[config.mk]
export PLATFORM = sky130hd
export DESIGN_NAME = des_subkey_sequencer
export DESIGN_NICKNAME = d
export VERILOG_FILES = /design/src/rtl/des_subkey_sequencer_pkg.sv /design/src/rtl/des_subkey_sequencer_cd_rotator.sv /design/src/rtl/des_subkey_sequencer.sv
export SDC_FILE = /design/constraint.sdc
export NUM_CORES = 1
export LEC_CHECK = 0
export ABC_AREA = 1
export CORE_ASPECT_RATIO = 0.5
export CORE_UTILIZATION = 30
export CTS_BUF_LIST = sky130_fd_sc_hd__clkbuf_4
export DETAILED_ROUTE_END_ITERATION = 7
export PLACE_DENSITY = 0.62
export RECOVER_POWER = 100
export SYNTH_ARGS = -nofsm -noshare
export SYNTH_HDL_FRONTEND = slang
export SYNTH_SLANG_ARGS = --single-unit
[constraint.sdc]
create_clock -name clk -period 4.6 [get_ports clk]
set_input_delay 0.92 -clock clk [delete_from_list [all_inputs] [get_ports clk]]
set_output_delay 0.92 -clock clk [all_outputs]
set_load 0.005 [all_outputs]
[src/rtl/des_subkey_sequencer_pkg.sv]
`default_nettype none
// ============================================================================
//  Module   : des_subkey_sequencer_pkg
//  Purpose  : Shared widths, state encoding, rotation schedule and the DES
//             PC1/PC2 permutations for the iterative key scheduler.
//  Revision : 1.0  initial release
// ============================================================================
package des_subkey_sequencer_pkg;

   localparam int KEY_W    = 64;
   localparam int CD_W     = 56;
   localparam int HALF_W   = 28;
   localparam int SUBKEY_W = 48;
   localparam int RND_W    = 4;

   typedef enum logic [0:0] {
      IDLE = 1'b0,
      RUN  = 1'b1
   } state_t;

   // Left-rotation amount applied before producing subkey K(i+1)
   localparam logic [1:0] SHIFT [16] = '{
      2'd1, 2'd1, 2'd2, 2'd2, 2'd2, 2'd2, 2'd2, 2'd2,
      2'd1, 2'd2, 2'd2, 2'd2, 2'd2, 2'd2, 2'd2, 2'd1
   };

   // Bit positions use DES numbering: bit 1 is the MSB of the source word
   localparam int PC1_TAB [56] = '{
      57, 49, 41, 33, 25, 17,  9,  1, 58, 50, 42, 34, 26, 18,
      10,  2, 59, 51, 43, 35, 27, 19, 11,  3, 60, 52, 44, 36,
      63, 55, 47, 39, 31, 23, 15,  7, 62, 54, 46, 38, 30, 22,
      14,  6, 61, 53, 45, 37, 29, 21, 13,  5, 28, 20, 12,  4
   };

   localparam int PC2_TAB [48] = '{
      14, 17, 11, 24,  1,  5,  3, 28, 15,  6, 21, 10,
      23, 19, 12,  4, 26,  8, 16,  7, 27, 20, 13,  2,
      41, 52, 31, 37, 47, 55, 30, 40, 51, 45, 33, 48,
      44, 49, 39, 56, 34, 53, 46, 42, 50, 36, 29, 32
   };

   // Drops the parity bits and splits the key into C (upper) and D (lower)
   function automatic logic [CD_W-1:0] pc1(input logic [KEY_W-1:0] k);
      logic [CD_W-1:0] r;
      r = '0;
      for (int i = 0; i < CD_W; i++) begin
         r[CD_W-1-i] = k[KEY_W-PC1_TAB[i]];
      end
      return r;
   endfunction

   // Compresses the 56-bit C/D state into a 48-bit round subkey
   function automatic logic [SUBKEY_W-1:0] pc2(input logic [CD_W-1:0] cd);
      logic [SUBKEY_W-1:0] r;
      r = '0;
      for (int i = 0; i < SUBKEY_W; i++) begin
         r[SUBKEY_W-1-i] = cd[CD_W-PC2_TAB[i]];
      end
      return r;
   endfunction

endpackage
`default_nettype wire

[src/rtl/des_subkey_sequencer_cd_rotator.sv]
`default_nettype none
// ============================================================================
//  Module   : des_subkey_sequencer_cd_rotator
//  Purpose  : Rotates the C and D halves of the key state independently by
//             one or two positions, left (encrypt) or right (decrypt).
//  Revision : 1.0  initial release
// ============================================================================
module des_subkey_sequencer_cd_rotator
   import des_subkey_sequencer_pkg::*;
(
   input  logic [CD_W-1:0] cd,
   input  logic [1:0]      amt,
   input  logic            dir,
   output logic [CD_W-1:0] cd_out
);

   logic [HALF_W-1:0] w_c;
   logic [HALF_W-1:0] w_d;
   logic [HALF_W-1:0] w_c_rot;
   logic [HALF_W-1:0] w_d_rot;
   logic              w_two;

   assign w_c   = cd[CD_W-1:HALF_W];
   assign w_d   = cd[HALF_W-1:0];
   // Only 1 and 2 occur in the schedule; anything other than 2 rotates by 1
   assign w_two = (amt == 2'd2);

   // Select one of four fixed rotations for each half
   always_comb begin
      w_c_rot = w_c;
      w_d_rot = w_d;
      case ({dir, w_two})
         2'b00: begin
            w_c_rot = {w_c[HALF_W-2:0], w_c[HALF_W-1]};
            w_d_rot = {w_d[HALF_W-2:0], w_d[HALF_W-1]};
         end
         2'b01: begin
            w_c_rot = {w_c[HALF_W-3:0], w_c[HALF_W-1:HALF_W-2]};
            w_d_rot = {w_d[HALF_W-3:0], w_d[HALF_W-1:HALF_W-2]};
         end
         2'b10: begin
            w_c_rot = {w_c[0], w_c[HALF_W-1:1]};
            w_d_rot = {w_d[0], w_d[HALF_W-1:1]};
         end
         default: begin
            w_c_rot = {w_c[1:0], w_c[HALF_W-1:2]};
            w_d_rot = {w_d[1:0], w_d[HALF_W-1:2]};
         end
      endcase
   end

   assign cd_out = {w_c_rot, w_d_rot};

endmodule
`default_nettype wire

[src/rtl/des_subkey_sequencer.sv]
`default_nettype none
// ============================================================================
//  Module   : des_subkey_sequencer
//  Purpose  : Iterative DES key schedule. One C/D register and one rotator
//             issue a 48-bit subkey per valid/ready handshake, in K1..K16
//             order for encryption or K16..K1 order for decryption.
//  Revision : 1.0  initial release
// ============================================================================
module des_subkey_sequencer
   import des_subkey_sequencer_pkg::*;
#(
   parameter int ROUNDS = 16
)
(
   input  logic                clk,
   input  logic                rst_n,
   input  logic                start,
   input  logic                decrypt,
   input  logic [KEY_W-1:0]    key,
   input  logic                abort,
   output logic                ready,
   output logic                subkey_valid,
   input  logic                subkey_ready,
   output logic [SUBKEY_W-1:0] subkey,
   output logic [RND_W-1:0]    subkey_idx,
   output logic                done
);

   localparam logic [RND_W-1:0] c_LAST_RND = RND_W'(ROUNDS - 1);

   state_t            r_state;
   logic [CD_W-1:0]   r_cd;
   logic [RND_W-1:0]  r_rnd;
   logic              r_mode;
   logic              r_done;

   logic [CD_W-1:0]   w_pc1_cd;
   logic [CD_W-1:0]   w_start_cd;
   logic [CD_W-1:0]   w_step_cd;
   logic [1:0]        w_step_amt;

   assign w_pc1_cd = pc1(key);

   // Encrypt jobs preload C1D1 so K1 is ready on the first RUN cycle
   assign w_start_cd = {w_pc1_cd[CD_W-2:HALF_W], w_pc1_cd[CD_W-1],
                        w_pc1_cd[HALF_W-2:0],    w_pc1_cd[HALF_W-1]};

   // Encrypt looks ahead to the next round's shift; decrypt undoes the
   // shift that produced the subkey just issued (total rotation is 28, so
   // C0D0 already equals C16D16)
   always_comb begin
      w_step_amt = SHIFT[r_rnd + 4'd1];
      if (r_mode) begin
         w_step_amt = SHIFT[c_LAST_RND - r_rnd];
      end
   end

   des_subkey_sequencer_cd_rotator u_step_rot (
      .cd     (r_cd),
      .amt    (w_step_amt),
      .dir    (r_mode),
      .cd_out (w_step_cd)
   );

   // Job control: accept start in IDLE, advance on handshake, abort wins
   always_ff @(posedge clk or negedge rst_n) begin
      if (!rst_n) begin
         r_state <= IDLE;
         r_cd    <= '0;
         r_rnd   <= '0;
         r_mode  <= 1'b0;
         r_done  <= 1'b0;
      end else begin
         r_done <= 1'b0;
         case (r_state)
            IDLE: begin
               if (start && !abort) begin
                  r_mode  <= decrypt;
                  r_rnd   <= '0;
                  r_cd    <= decrypt ? w_pc1_cd : w_start_cd;
                  r_state <= RUN;
               end
            end
            RUN: begin
               if (abort) begin
                  r_state <= IDLE;
               end else if (subkey_ready) begin
                  if (r_rnd == c_LAST_RND) begin
                     r_state <= IDLE;
                     r_done  <= 1'b1;
                  end else begin
                     r_rnd <= r_rnd + 4'd1;
                     r_cd  <= w_step_cd;
                  end
               end
            end
            default: begin
               r_state <= IDLE;
            end
         endcase
      end
   end

   assign ready        = (r_state == IDLE);
   assign subkey_valid = (r_state == RUN);
   assign subkey       = pc2(r_cd);
   assign subkey_idx   = r_mode ? (c_LAST_RND - r_rnd) : r_rnd;
   assign done         = r_done;

endmodule
`default_nettype wire

==> impl_metrics.ini <==
[cells_and_area]
fin_nets = 1233
syn_to_final_growth_pct = 13.6
drive_above_1_share = 0.0335

[timing]
slew_headroom = -0.316
tightest_slew_ns = 1.97
fmax_ghz = 0.286
timing_hold_violations_final = 0
fin_skew_ns = 0.0198
setup_violations = 0
maxSlewViolCount = 69
rsz0062_at_grt = false
tns_ns = 0
layout_min_cycle_time_ns = 3.50
finalCritPeriodShare = 0.760

[clocking]
numCtsBuffers = 9
clkTransAtPathRegs_ns = 0.12
cts_tree = yes
cts_setup_buffers = 0
insertion_delay_ns = 0.45
cts_root_buf = clkbuf_4
cts_max_level = 3
cts_sinks = 63
ctsResizeCount = 0
holdBufCountCts = 0
cts_buffer_depth = 2

[worst_setup_path]
crit_chain = inv_2 -> clkbuf_2 -> clkdlybuf4s50_1
worst_ep_arrival_time_ns = 2.58
crit_type = reg2out
cp_slowest_stage_delay_ns = 0.93
rrSetupSlack_ns = 1.16
ff2ff_path_depth = 7
crit_required_ns = 3.68
startpoint_type = flop
r2r_start = subkey_valid
crit_fanout = 59
worst_r2r_endpoint = r_cd[13]
cp_slowest_cell = clkbuf_2
worst_setup_path_end_kind = primary output

[detailed_routing]
vias = 7372
wl_mm = 21.1
routed_via_density = 5.03
postRouteAntennaNets = 0
drc = 0
wire_per_inst_um = 14.4
first_pass_iters = 5
initialDrtViolationCount = 556

[floorplan]
ios = 125
start_util = 0.309
die-area_um2 = 23200
core_um2 = 21900
num_rows = 38
dieHeight_um = 108
die_w_um = 215

[synthesis]
syn_avg_cell_area_um2 = 5.84
ys_types = 27
synthTopCellsByArea = dfrtp_1 23%, nand2_1 19%, nand3_1 15%, inv_1 10%, buf_4 6.4%
syn-num-nets = 1235
syn_inst = 1161
synth_edf_count = 0
ys_seq_elements = 63
synth.top_cell.area_share = 0.233
netlist_area_um2 = 6780
ys.flop_type = dfrtp_1
yosysWarnings = 0
yosys.area.top_type = dfrtp_1
yosysSeqAreaShare = 0.233
synth_async_sr_flop_share = 1.00

[power]
peakVddDrop_v = 0.000182
p_leak_nw = 4.06
p_switching_mw = 1.40
internal-power_mw = 1.44
seqPwrFrac = 0.297
power_frac_clock = 0.124
swShare = 0.494
pwr_density_cell_nw_per_um2 = 369
p_total_mw = 2.84
combPwrFrac = 0.580

[grt]
groute.layer.met2.usage = 0.305
top_usage_layer = met2
met1_usage = 0.240
met3_usage = 0.0357
grt_pass1_wl_mm = 34.9
antenna_found_initial = 0
grt_max_degree = 117
grt.total_usage = 0.182
gr-total-overflow = 0
grt_pass1_vias = 6782

[hold_path]
worstHoldStart = r_rnd[0]
min_to = r_rnd[0]
min_path_cells = 1
worstHoldPathType = reg2reg

[flow_run]
drv_cap = 2

[place]
place_congestion = 0.814
io_buffer_count = 116
detailed_place_hpwl_mm = 13.2

[status]
violations = capacitance limit, slew limit
status = complete, but fails checks
## critical path, delay by kind of cell (launching register included)
| kind | cells | cell delay, ns |
|---|---|---|
| DFF | 1 | 0.43 |
| buffers and inverters | 3 | 1.67 |
## flip-flops by register name, summed over array words and instances, names as in the netlist
register,flops
done,1
r_rnd,4
subkey_valid,1
r_mode,1
r_cd,56
## per-layer routing
layer / wire [um] / part of all wire
met3: 1150 / 0.054
met4: 249 / 0.012
met2: 9970 / 0.47
met1: 9720 / 0.46
met5: 0 / 0
## worst max-delay path by stage
stage	from	depth (start not counted)	slack, ns	end
global placement	abort	8	1.36	r_cd[21]
detailed placement	abort	8	1.35	r_cd[22]
floorplan	abort	8	2.52	r_cd[40]
finish	subkey_valid	3	1.10	ready
global route	subkey_valid	3	0.90	ready
CTS	subkey_valid	3	1.54	ready
## synth_stat cells, types with 3 or more instances
library cell  count
o22ai_1           3
nand2_1         335
buf_2            22
o21ai_0          18
inv_1           188
a21boi_1         26
inv_2             4
buf_4            58
clkbuf_1         47
nor2_2            3
a31oi_1          52
xor2_1            3
nand3_1         201
nand2_2           3
ha_1              4
o21ai_1           4
nand4_1          60
nor2_1            8
a21oi_1          39
buf_1            12
buf_6             3
dfrtp_1          63
## power by group through the flow
stage / clock, mW / combinational (mW) / sequential (mW)
after floorplan: 0 / 1.34 / 0.793
after global placement: 0 / 1.69 / 0.856
after detailed placement: 0 / 1.70 / 0.855
after CTS: 0.363 / 1.71 / 0.846
after global routing: 0.380 / 1.88 / 0.864
final: 0.352 / 1.65 / 0.843
## cells by family after synthesis
logic type,count (synthesis),synth area share
AO/OA/AOI/OAI,143,0.128
XOR/XNOR,3,0.00388
adder cells (fa/ha/maj),4,0.00738
buffers and inverters,335,0.225
flip-flops,63,0.233
AND/OR/NAND/NOR,613,0.403
## layout by cell type (no fill, tap or decap), types with 4 or more instances in the layout
cell type,synthesis,layout
a21boi_0,0,26
clkdlybuf4s50_1,0,59
nand3_1,201,201
buf_4,58,9
inv_1,188,187
nand2_1,335,335
a31oi_1,52,52
dlygate4sd3_1,0,55
o21ai_0,18,19
clkbuf_4,0,12
a21oi_1,39,39
ha_1,4,4
nand4_1,60,60
clkbuf_1,47,4
nor2_1,8,8
inv_2,4,4
dfrtp_1,63,61
## metrics by stage
step	hold slack, ns	util	area, um^2	std cells	worst slack [ns]
2_1_floorplan	0.586	-	6780	1161	2.52
3_3_place_gp	0.641	0.348	7620	1448	1.36
3_5_place_dp	0.655	0.348	7620	1448	1.35
4_1_cts	0.470	0.352	7720	1463	1.54
5_1_grt	0.718	0.351	7700	1463	0.904
6_report	0.670	0.351	7700	1465	1.10
## cell type report
type	instances	area, um^2
inverters	192	721
diodes	2	5.00
flip-flops and latches	63	1580
fillers	2383	14200
clock buffers	12	90.1
multi-input cells	763	3660
clock inverters	3	12.5
repair buffers	130	1250
well taps	300	375
Power figures use the tool's default switching activity.
==> variant: new RTL, same settings <==
The package constant `KEY_W` goes from 64 to 56.
--- a/src/rtl/des_subkey_sequencer_pkg.sv
+++ b/src/rtl/des_subkey_sequencer_pkg.sv
@@ -7,7 +7,7 @@
 // ============================================================================
 package des_subkey_sequencer_pkg;
 
-   localparam int KEY_W    = 64;
+   localparam int KEY_W    = 56;
    localparam int CD_W     = 56;
    localparam int HALF_W   = 28;
    localparam int SUBKEY_W = 48;
Ports: changed (resized key); port bits go from 125 to 117. No check against the original RTL was run, so the function may have changed too.
==> variant against the unedited design <==
  * The run still ends with max-capacitance violations, max-slew violations left
  * Area after synthesis down 3.9%
  * Register-to-register slack better by 0.07 ns
  * Cell area down 3.9%
  * Sequential cell count unchanged
  * Synthesized cell count down 6.1%
  * Worst setup slack worse by 0.047 ns
  * Routed wire length up 1.3%
  * Total power up 1.2%
  * Sequential share of layout area up 0.82 points
  * Critical endpoint is now r_cd[10]$_DFFE_PN0P_
  * Largest power group unchanged
  * Highest routed layer unchanged
==> variant: results (changes against the unedited design) <==
antenna_found_initial: 2  # +2
max_cap_violations: 2  # unchanged
seq_share_pct: 21.4  # +0.82 points
grt_start_max_net_pins: 118  # +0.85%
seq_cell_count: 63  # unchanged
p_leak_nw: 3.85  # -5.3%
status: "finished with violations"
seq_area_frac_synth_pct: 24.2  # +0.95 points
n_all_buffers: 125  # -3.8%
synth.distinct_cells: 28  # +3.7%
ys_top_cells_by_count: "258 x nand2_1, 183 x nand3_1, 167 x inv_1"
drive_above_1_share_pct: 4.00  # +0.65 points
fin_skew_ns: 0.0183  # -0.00144 ns
syn_nets: 1156  # -6.4%
slew_violations: 66  # -4.3%
fill_cells: 2375  # -0.34%
cp_max_fo: 36  # -39%
clock_area_share_pct: 1.32  # -0.013 points
violations: "max-capacitance violations, max-slew violations"
netlist_top_cells_area: "dfrtp_1 24%, nand2_1 15%, nand3_1 14%"
via_count: 7019  # -4.8%
grt_pass1_wl_um: 34600  # -1.0%
track_usage_pct: 19.4  # +1.2 points
worstHoldStart: "r_rnd[3]$_DFFE_PN0P_"
gp_congestion: 0.821  # +0.87%
place_ws_ns: 1.65  # +0.301 ns
dr.pass1.iters: 8  # +3
port-buffer-count: 109  # -6.0%
multi_input_area_um2: 3450  # -5.7%
crit_start: "rst_n"
tightest_slew_ns: 2.19  # +0.211 ns
drtIter0Drc: 799  # +44%
## variant: cell count changes after synthesis, sizes merged, moves of 3 or more
cell,unedited run,this run
nand2,338,262
o21ai,22,44
a21oi,39,36
o22ai,3,31
a21boi,26,35
nor2,12,52
nand3,202,185
clkbuf,48,31
a31oi,52,0
buf,95,100
clkinv,0,13
inv,192,171
## variant: metal layers
| layer | wire length (µm) | track usage [%] | share of wire, % |
|---|---|---|---|
| met3 | 1650 | 5.14 | 7.7 |
| met2 | 9130 | 28.7 | 43 |
| met5 | 0 | 0 | 0 |
| met1 | 10400 | 27.7 | 48 |
| met4 | 227 | 4.64 | 1.1 |
## variant: path summary, 6_finish.rpt
check                      cells after the start                    to  slack [ns]
max reg2reg                                    6  r_cd[55]$_DFFE_PN0P_        1.23
max in group clk                               3         subkey_idx[1]        1.11
min reg2reg                                    2  r_rnd[3]$_DFFE_PN0P_        0.66
min in group asynchronous                      1  r_rnd[1]$_DFFE_PN0P_        1.10
max                                            2  r_cd[10]$_DFFE_PN0P_        1.06
min                                            2  r_rnd[3]$_DFFE_PN0P_        0.66
## variant: cells by family after synthesis
group                      Yosys count  synth area share (%)
and+or+nand+nor                    558                  38.6
buffers and inverters              315                  22.5
AOI/OAI and AO/OA                  147                  13.5
DFF                                 63                  24.2
adders and majority gates            4                 0.769
xor gates and xnor gates             3                 0.404
## variant: metrics by stage
stage	power (mW)	utilization, %	std cells	instance area [µm²]
global route	3.17	35.4	1393	7400
finish	2.88	35.4	1394	7400
floorplan	2.16	-	1090	6510
CTS	2.93	35.5	1392	7430
detailed placement	2.59	35.0	1376	7330
global placement	2.57	35.0	1376	7330
## variant: where the power goes
group	switching, mW	leakage [nW]	total, mW	internal, mW
Combinational	1.04	3.07	1.68	0.647
Sequential	0.178	0.719	0.859	0.681
Clock	0.234	0.0594	0.335	0.101
